<file path="src/rtl/timer_event_pkg.sv">
// -----------------------------------------------------------------------------
// timer_event_pkg
// Shared constants and helpers for the timer event stage.
//   TIMER_WIDTH   : width of the timer count
//   EV_*          : bit positions of the events in the status/overrun vectors
//   NUM_FIXED_EV  : number of events that are not compare channels
// -----------------------------------------------------------------------------
package timer_event_pkg;

    localparam int TIMER_WIDTH  = 32;
    localparam int NUM_FIXED_EV = 3;

    localparam int EV_EXPIRED   = 0;
    localparam int EV_STOPPED   = 1;
    localparam int EV_WRAP      = 2;
    localparam int EV_CMP_BASE  = 3;

    typedef logic [TIMER_WIDTH-1:0] timer_t;

    // True when the count stepped from all-ones straight to zero.
    function automatic logic is_wrap(input timer_t prev, input timer_t curr);
        return (prev == {TIMER_WIDTH{1'b1}}) && (curr == {TIMER_WIDTH{1'b0}});
    endfunction

endpackage

</file>
<file path="src/rtl/timer_event_cmp.sv">
// -----------------------------------------------------------------------------
// timer_event_cmp
// One compare channel. Fires for exactly one cycle per count value that equals
// the compare value while the timer runs.
//   cmp_en       : channel enable
//   cmp_value    : value to match
//   curr_timer   : current timer count
//   prev_timer   : timer count of the previous cycle
//   running      : timer running this cycle
//   prev_running : timer running in the previous cycle
//   match        : single-cycle match (combinational, registered by the top)
// -----------------------------------------------------------------------------
module timer_event_cmp
    import timer_event_pkg::*;
(
    input  logic                   cmp_en,
    input  logic [TIMER_WIDTH-1:0] cmp_value,
    input  logic [TIMER_WIDTH-1:0] curr_timer,
    input  logic [TIMER_WIDTH-1:0] prev_timer,
    input  logic                   running,
    input  logic                   prev_running,
    output logic                   match
);

    logic first_s;

    // A prescaled timer holds a value for several cycles; only the first cycle
    // of a value counts. The first running cycle always qualifies so that a
    // start directly at the compare value (e.g. 0) still matches.
    assign first_s = (curr_timer != prev_timer) || !prev_running;
    assign match   = cmp_en && running && (curr_timer == cmp_value) && first_s;

endmodule

</file>
<file path="src/rtl/timer_event.sv">
// -----------------------------------------------------------------------------
// timer_event
// Turns the timer core's count/running outputs into sticky event status, an
// interrupt request and a capture register.
// Parameters:
//   NUM_CMP : number of compare channels (1..4)
//   NUM_EV  : derived event count (3 + NUM_CMP), not to be overridden
// Ports:
//   clk, reset     : clock, synchronous active-high reset
//   curr_timer     : timer count from the timer core
//   running        : running flag from the timer core
//   stop           : the stop pulse also sent to the timer core
//   cmp_value      : compare values, channel i at [32i+31:32i]
//   cmp_en         : per-channel compare enable
//   irq_en         : per-event interrupt enable
//   status_clr     : write-1-to-clear pulses for status
//   capture        : snapshot curr_timer
//   capture_clr    : clear capture_valid
//   status         : sticky events [0] EXPIRED [1] STOPPED [2] WRAP [3+i] CMP_i
//   overrun        : sticky overrun per event (TIMER_EVENT_OVERRUN_EN only)
//   irq            : interrupt request
//   capture_value  : last captured count
//   capture_valid  : capture holds unread data
// Build option: define TIMER_EVENT_OVERRUN_EN to build the overrun registers;
// otherwise overrun is constant 0.
// -----------------------------------------------------------------------------
module timer_event
    import timer_event_pkg::*;
#(
    parameter  int NUM_CMP = 2,
    localparam int NUM_EV  = NUM_FIXED_EV + NUM_CMP
) (
    input  logic                           clk,
    input  logic                           reset,
    input  logic [TIMER_WIDTH-1:0]         curr_timer,
    input  logic                           running,
    input  logic                           stop,
    input  logic [TIMER_WIDTH*NUM_CMP-1:0] cmp_value,
    input  logic [NUM_CMP-1:0]             cmp_en,
    input  logic [NUM_EV-1:0]              irq_en,
    input  logic [NUM_EV-1:0]              status_clr,
    input  logic                           capture,
    input  logic                           capture_clr,
    output logic [NUM_EV-1:0]              status,
    output logic [NUM_EV-1:0]              overrun,
    output logic                           irq,
    output logic [TIMER_WIDTH-1:0]         capture_value,
    output logic                           capture_valid
);

    logic                   prev_running_r;
    logic [TIMER_WIDTH-1:0] prev_timer_r;
    logic                   stop_pending_r;
    logic [NUM_EV-1:0]      status_r;
    logic                   irq_r;
    logic [TIMER_WIDTH-1:0] capture_value_r;
    logic                   capture_valid_r;

    logic                    fall_s;
    logic [NUM_FIXED_EV-1:0] fixed_ev_s;
    logic [NUM_CMP-1:0]      cmp_match_s;
    logic [NUM_EV-1:0]       ev_s;
    logic [NUM_EV-1:0]       status_next_s;

    // A stop can arrive one cycle before running drops, so it is remembered
    // until the timer is seen idle; that separates STOPPED from EXPIRED.
    assign fall_s                  = prev_running_r && !running;
    assign fixed_ev_s[EV_EXPIRED]  = fall_s && !stop_pending_r && !stop;
    assign fixed_ev_s[EV_STOPPED]  = fall_s && (stop_pending_r || stop);
    assign fixed_ev_s[EV_WRAP]     = running && prev_running_r &&
                                     is_wrap(prev_timer_r, curr_timer);

    genvar gi;
    generate
        for (gi = 0; gi < NUM_CMP; gi++) begin : g_cmp
            timer_event_cmp u_cmp (
                .cmp_en       (cmp_en[gi]),
                .cmp_value    (cmp_value[TIMER_WIDTH*gi +: TIMER_WIDTH]),
                .curr_timer   (curr_timer),
                .prev_timer   (prev_timer_r),
                .running      (running),
                .prev_running (prev_running_r),
                .match        (cmp_match_s[gi])
            );
        end
    endgenerate

    assign ev_s = {cmp_match_s, fixed_ev_s};

    // Next status: a new event beats a clear of the same bit.
    always_comb begin
        status_next_s = (status_r & ~status_clr) | ev_s;
    end

    // History of the timer core outputs used for edge/first-cycle detection.
    always_ff @(posedge clk) begin
        if (reset) begin
            prev_running_r <= 1'b0;
            prev_timer_r   <= {TIMER_WIDTH{1'b0}};
            stop_pending_r <= 1'b0;
        end else begin
            prev_running_r <= running;
            prev_timer_r   <= curr_timer;
            if (stop && running) begin
                stop_pending_r <= 1'b1;
            end else if (!running) begin
                stop_pending_r <= 1'b0;
            end else begin
                stop_pending_r <= stop_pending_r;
            end
        end
    end

    // Sticky status and the interrupt, both derived from the same next value
    // so irq rises in the same cycle as the status bit.
    always_ff @(posedge clk) begin
        if (reset) begin
            status_r <= {NUM_EV{1'b0}};
            irq_r    <= 1'b0;
        end else begin
            status_r <= status_next_s;
            irq_r    <= |(status_next_s & irq_en);
        end
    end

    // Capture register; a capture in the same cycle as capture_clr wins.
    always_ff @(posedge clk) begin
        if (reset) begin
            capture_value_r <= {TIMER_WIDTH{1'b0}};
            capture_valid_r <= 1'b0;
        end else if (capture) begin
            capture_value_r <= curr_timer;
            capture_valid_r <= 1'b1;
        end else if (capture_clr) begin
            capture_value_r <= capture_value_r;
            capture_valid_r <= 1'b0;
        end else begin
            capture_value_r <= capture_value_r;
            capture_valid_r <= capture_valid_r;
        end
    end

`ifdef TIMER_EVENT_OVERRUN_EN
    logic [NUM_EV-1:0] overrun_r;
    logic [NUM_EV-1:0] overrun_next_s;

    // Overrun: event hits an already-set, uncleared bit. A clear only removes
    // overrun when the event is not firing in that same cycle.
    always_comb begin
        overrun_next_s = (overrun_r & ~(status_clr & ~ev_s)) |
                         (ev_s & status_r & ~status_clr);
    end

    // Overrun register.
    always_ff @(posedge clk) begin
        if (reset) begin
            overrun_r <= {NUM_EV{1'b0}};
        end else begin
            overrun_r <= overrun_next_s;
        end
    end

    assign overrun = overrun_r;
`else
    assign overrun = {NUM_EV{1'b0}};
`endif

    assign status        = status_r;
    assign irq           = irq_r;
    assign capture_value = capture_value_r;
    assign capture_valid = capture_valid_r;

endmodule
</file>
<file path="config.mk">
export PLATFORM = sky130hd
export DESIGN_NAME = timer_event
export DESIGN_NICKNAME = d
export VERILOG_FILES = /design/src/rtl/timer_event_pkg.sv /design/src/rtl/timer_event_cmp.sv /design/src/rtl/timer_event.sv
export SDC_FILE = /design/constraint.sdc
export NUM_CORES = 1
export LEC_CHECK = 0
export CELL_PAD_IN_SITES_DETAIL_PLACEMENT = 0
export CELL_PAD_IN_SITES_GLOBAL_PLACEMENT = 2
export CORE_MARGIN = 2
export CORE_UTILIZATION = 25
export DETAILED_ROUTE_END_ITERATION = 7
export PLACE_DENSITY_LB_ADDON = 0.1
export SYNTH_ARGS = -nofsm -noshare
export SYNTH_HDL_FRONTEND = slang
export SYNTH_HIERARCHICAL = 1
export SYNTH_SLANG_ARGS = --single-unit
</file>
<file path="constraint.sdc">
create_clock -name clk -period 2.55 [get_ports clk]
set_input_delay 0.3825 -clock clk [delete_from_list [all_inputs] [get_ports clk]]
set_output_delay 0.3825 -clock clk [all_outputs]
set_load 0.03 [all_outputs]
</file>
==> summary.txt <==
Synth
  • Cell count after synthesis: between 400 and 500
  • Mux cell area share after synthesis: 8.153%
  • Synth Area in Simple Gates: a little over a fifth
  • Most common flop cell mapped by yosys: dfxtp_1
  • Post-synth EDFFs: 0
  • Synthesized-area fraction occupied by adder cells: 0%
  • Largest area contributor in the netlist: dfxtp_1
  • Synth area leaders: dfxtp_1 (37%), xor2_1 (23%), mux2i_1 (8.2%)
  • Synth Cell Area: approximately 0.0039 mm2
  • Synth warn: 6
  • Synth top area share: between 30% and 40%
  • FFs w/ async S/R, synth: 0%
  • Unique cell type count in the Yosys netlist: 32
  • Synth Area in Compound Gates: 1.688%
  • Synth Area in XOR/XNOR: roughly 29%
  • Largest family of logic cells by synthesized area: XOR/XNOR gates
  • Register bit total from synthesis: 73
  • Sequential cell area fraction in the yosys report: between 30% and 40%
  • Mean area per synthesized cell: approximately 9.5 um2

STA
  • Final setup fails: 0
  • Layout Skew: about 0.0057 ns
  • RSZ-0062 raised after global routing: true
  • Fmax: 0.3997 GHz
  • Worst-Margin Slew: between 0.6 and 0.7 ns
  • Slew margin rel.: a little over half
  • Period utilisation layout: between 90% and 100%
  • Final setup TNS: 0 ns
  • Final Hold Vio Count: 0
  • Final slew viol count: 0
  • Final period demand of the worst path: approximately 2.5 ns

Power
  • Worst vdd ir: between 200 and 300 uV
  • Logic pwr share: 23.7%
  • NetSw: 874.6 uW
  • Seq pwr share: approximately two fifths
  • Switching Share: between 20% and 30%
  • Clock Power Share: 36.1%
  • Static leakage: 0.002783 uW
  • Power density over the cells: between 400 and 500 mW/mm2
  • Internal power: approximately 2200 uW

Routing
  • Drt drc: 0
  • Drt pass-1 iters: 4
  • Routed WL per cell: roughly 18 um
  • Antenna-violating nets left: 0
  • Detailed Route Iter0 Violations: between 90 and 100
  • DR vias: 3607
  • Detailed-route vias per instance: 4.335
  • Final wirelength: 14.67 mm

Placement
  • Dpl cell area: about 0.0060 mm2
  • PortBufs: 152
  • DP HPWL: 11.55 mm
  • GP Congestion: ~0.87

Final layout
  • # nets final: 733
  • Most frequent cells in the layout: xor2_1 (101), clkdlybuf4s50_1 (89), dfxtp_1 (73)
  • Ant diodes: 0
  • Utilization after layout: a little over two fifths
  • Layout cells sized above 1: roughly 18%
  • Area growth from synthesis to layout: 61.69%
  • Post-route cell area: about 0.0064 mm2
  • Commonest non-fill, non-tap cell in the layout: xor2_1
  • Fill cells: roughly 1600

Setup path
  • Worst-path maximum fanout: 5
  • WS Path Type: input pin to flip-flop
  • Crit path cell chain: clkdlybuf4s50_1 -> xnor2_1 -> nand4_1 -> or4_1 -> nor3_2 -> a21oi_2 -> buf_4 -> buf_4 -> buf_4 -> buf_4 -> nor2_2
  • CP max-delay cell: clkdlybuf4s50_1
  • Crit path launch type: input pin
  • Crit path largest cell delay: approximately 0.68 ns
  • Req. time, crit path: roughly 2.8 ns
  • Arr. time, crit path: approximately 2.8 ns
  • Worst path most repeated cell: buf_4
  • Crit end category: flip-flop

Die
  • Initial Utilization: roughly 26%
  • Die H: between 100 and 150 um
  • Row Count: 45
  • Die width: around 130 um
  • IO Pins: around 160
  • Total core area: 0.01526 mm2
  • DIE AREA: about 0.017 mm2

Global route
  • Initial antenna violation count: 0
  • Grt total ovfl: 0
  • Gr usage total: between 15 and 20%
  • Vias in the first global route: between 3000 and 4000
  • First-pass GRT wire length: ~22 mm
  • Pin count of the biggest net entering global routing: 41

Min path
  • Hold Path Class: input pin to flip-flop

CTS
  • Clock Latency Late Sink: about 0.34 ns
  • CTS Buf Count: 9
  • CTS tree: built
  • Clock root buffer: clkbuf_16
  • Worst-path clk slew: about 0.05 ns
  • Bufs on Longest Clock Path: 2
  • CTS Sinks: 73
  • CTS H-tree lvls: 3

Run status
  • Outcome: complete, no violations

Run
  • MaxCap Viol Count: 0
## power groups by stage
stage / Sequential [uW] / Clock (uW) / Combinational (uW)
2_1_floorplan: 1330 / 0 / 263
3_3_place_gp: 1280 / 0 / 759
3_5_place_dp: 1280 / 0 / 760
4_1_cts: 1250 / 1170 / 752
5_1_grt: 1260 / 1220 / 797
6_report: 1250 / 1130 / 741
## registers in the layout, summed over array words and instances (netlist names)
| signal | cells |
|---|---|
| prev_timer_r | 32 |
| capture_valid | 1 |
| capture_value | 32 |
| status | 5 |
| irq | 1 |
| prev_running_r | 1 |
| stop_pending_r | 1 |
## per-stage QoR
stage	cells	hold slack [ns]	power [uW]	worst slack (ns)
after global routing	832	0.2744	3277	-0.03378
after global placement	813	0.4705	2036	-0.7155
after detailed placement	813	0.4763	2037	-0.7817
after CTS	830	0.2646	3174	0.007108
final	832	0.2709	3123	0.04807
after floorplan	418	0.4617	1592	0.3291
## routing by layer
layer | share of wire (%) | routed length (um) | up-vias | global-route usage (%)
met1 | 48 | 7068 | 1661 | 23.27
met3 | 6.0 | 874 | 12 | 5.326
met2 | 45 | 6565 | 120 | 28.45
met5 | 0 | 0 | - | 0
met4 | 1.1 | 156 | 0 | 4.540
li1 | - | - | 1814 | -
## cells in the mapped netlist (2+ instances only)
library cell	instances
a21oi_1	3
nor3_1	8
xor2_1	102
nor2_1	37
or4b_1	2
nand2b_1	3
inv_1	5
buf_2	3
nand4_1	18
or4_1	2
nor4_1	32
nor2b_1	34
buf_4	5
dfxtp_1	73
xnor2_1	26
mux2i_1	32
nand3_1	7
clkbuf_1	5
buf_1	4
## path summary, 6_finish.rpt
path,startpoint,to,slack [ns],cells after the start
setup / recovery,curr_timer[0],status[4],0.05,11
hold / removal,reset,status[0],0.27,2
setup reg to reg,prev_timer_r[14],irq,0.46,10
hold reg to reg,capture_valid,capture_valid,0.49,2
## area by class of cell
type	instances	area (um2)	share of cell area (%)
Tap cell	211	264.0	4.156
Sequential cell	73	1461	23.01
Timing Repair Buffer	207	1896	29.84
Multi-Input combinational cell	323	2461	38.74
Clock inverter	1	5.005	0.07879
Clock buffer	12	246.5	3.880
Inverter	5	18.77	0.2955
## critical path: cells and delay by family
kind | cells | cell delay [ns]
buffers and inverters | 5 | 1.17
and+or+nand+nor | 4 | 0.99
xor gates and xnor gates | 1 | 0.16
AOI/OAI and AO/OA | 1 | 0.07
## kinds of logic after synthesis
family                    Yosys count
AOI/OAI and AO/OA                   9
DFF                                73
xor gates and xnor gates          128
other                               1
buffers and inverters              22
muxes                              32
and+or+nand+nor                   149
## what timing repair did
| item | 4_1_cts | 5_1_grt |
|---|---|---|
| setup endpoints to repair | 1 | 2 |
| setup buffers | 4 | 2 |
| hold buffers | 0 | 0 |
| gates resized for setup | 52 | 88 |
| pin swaps | 17 | 23 |
(Power assumes the default switching activity.)
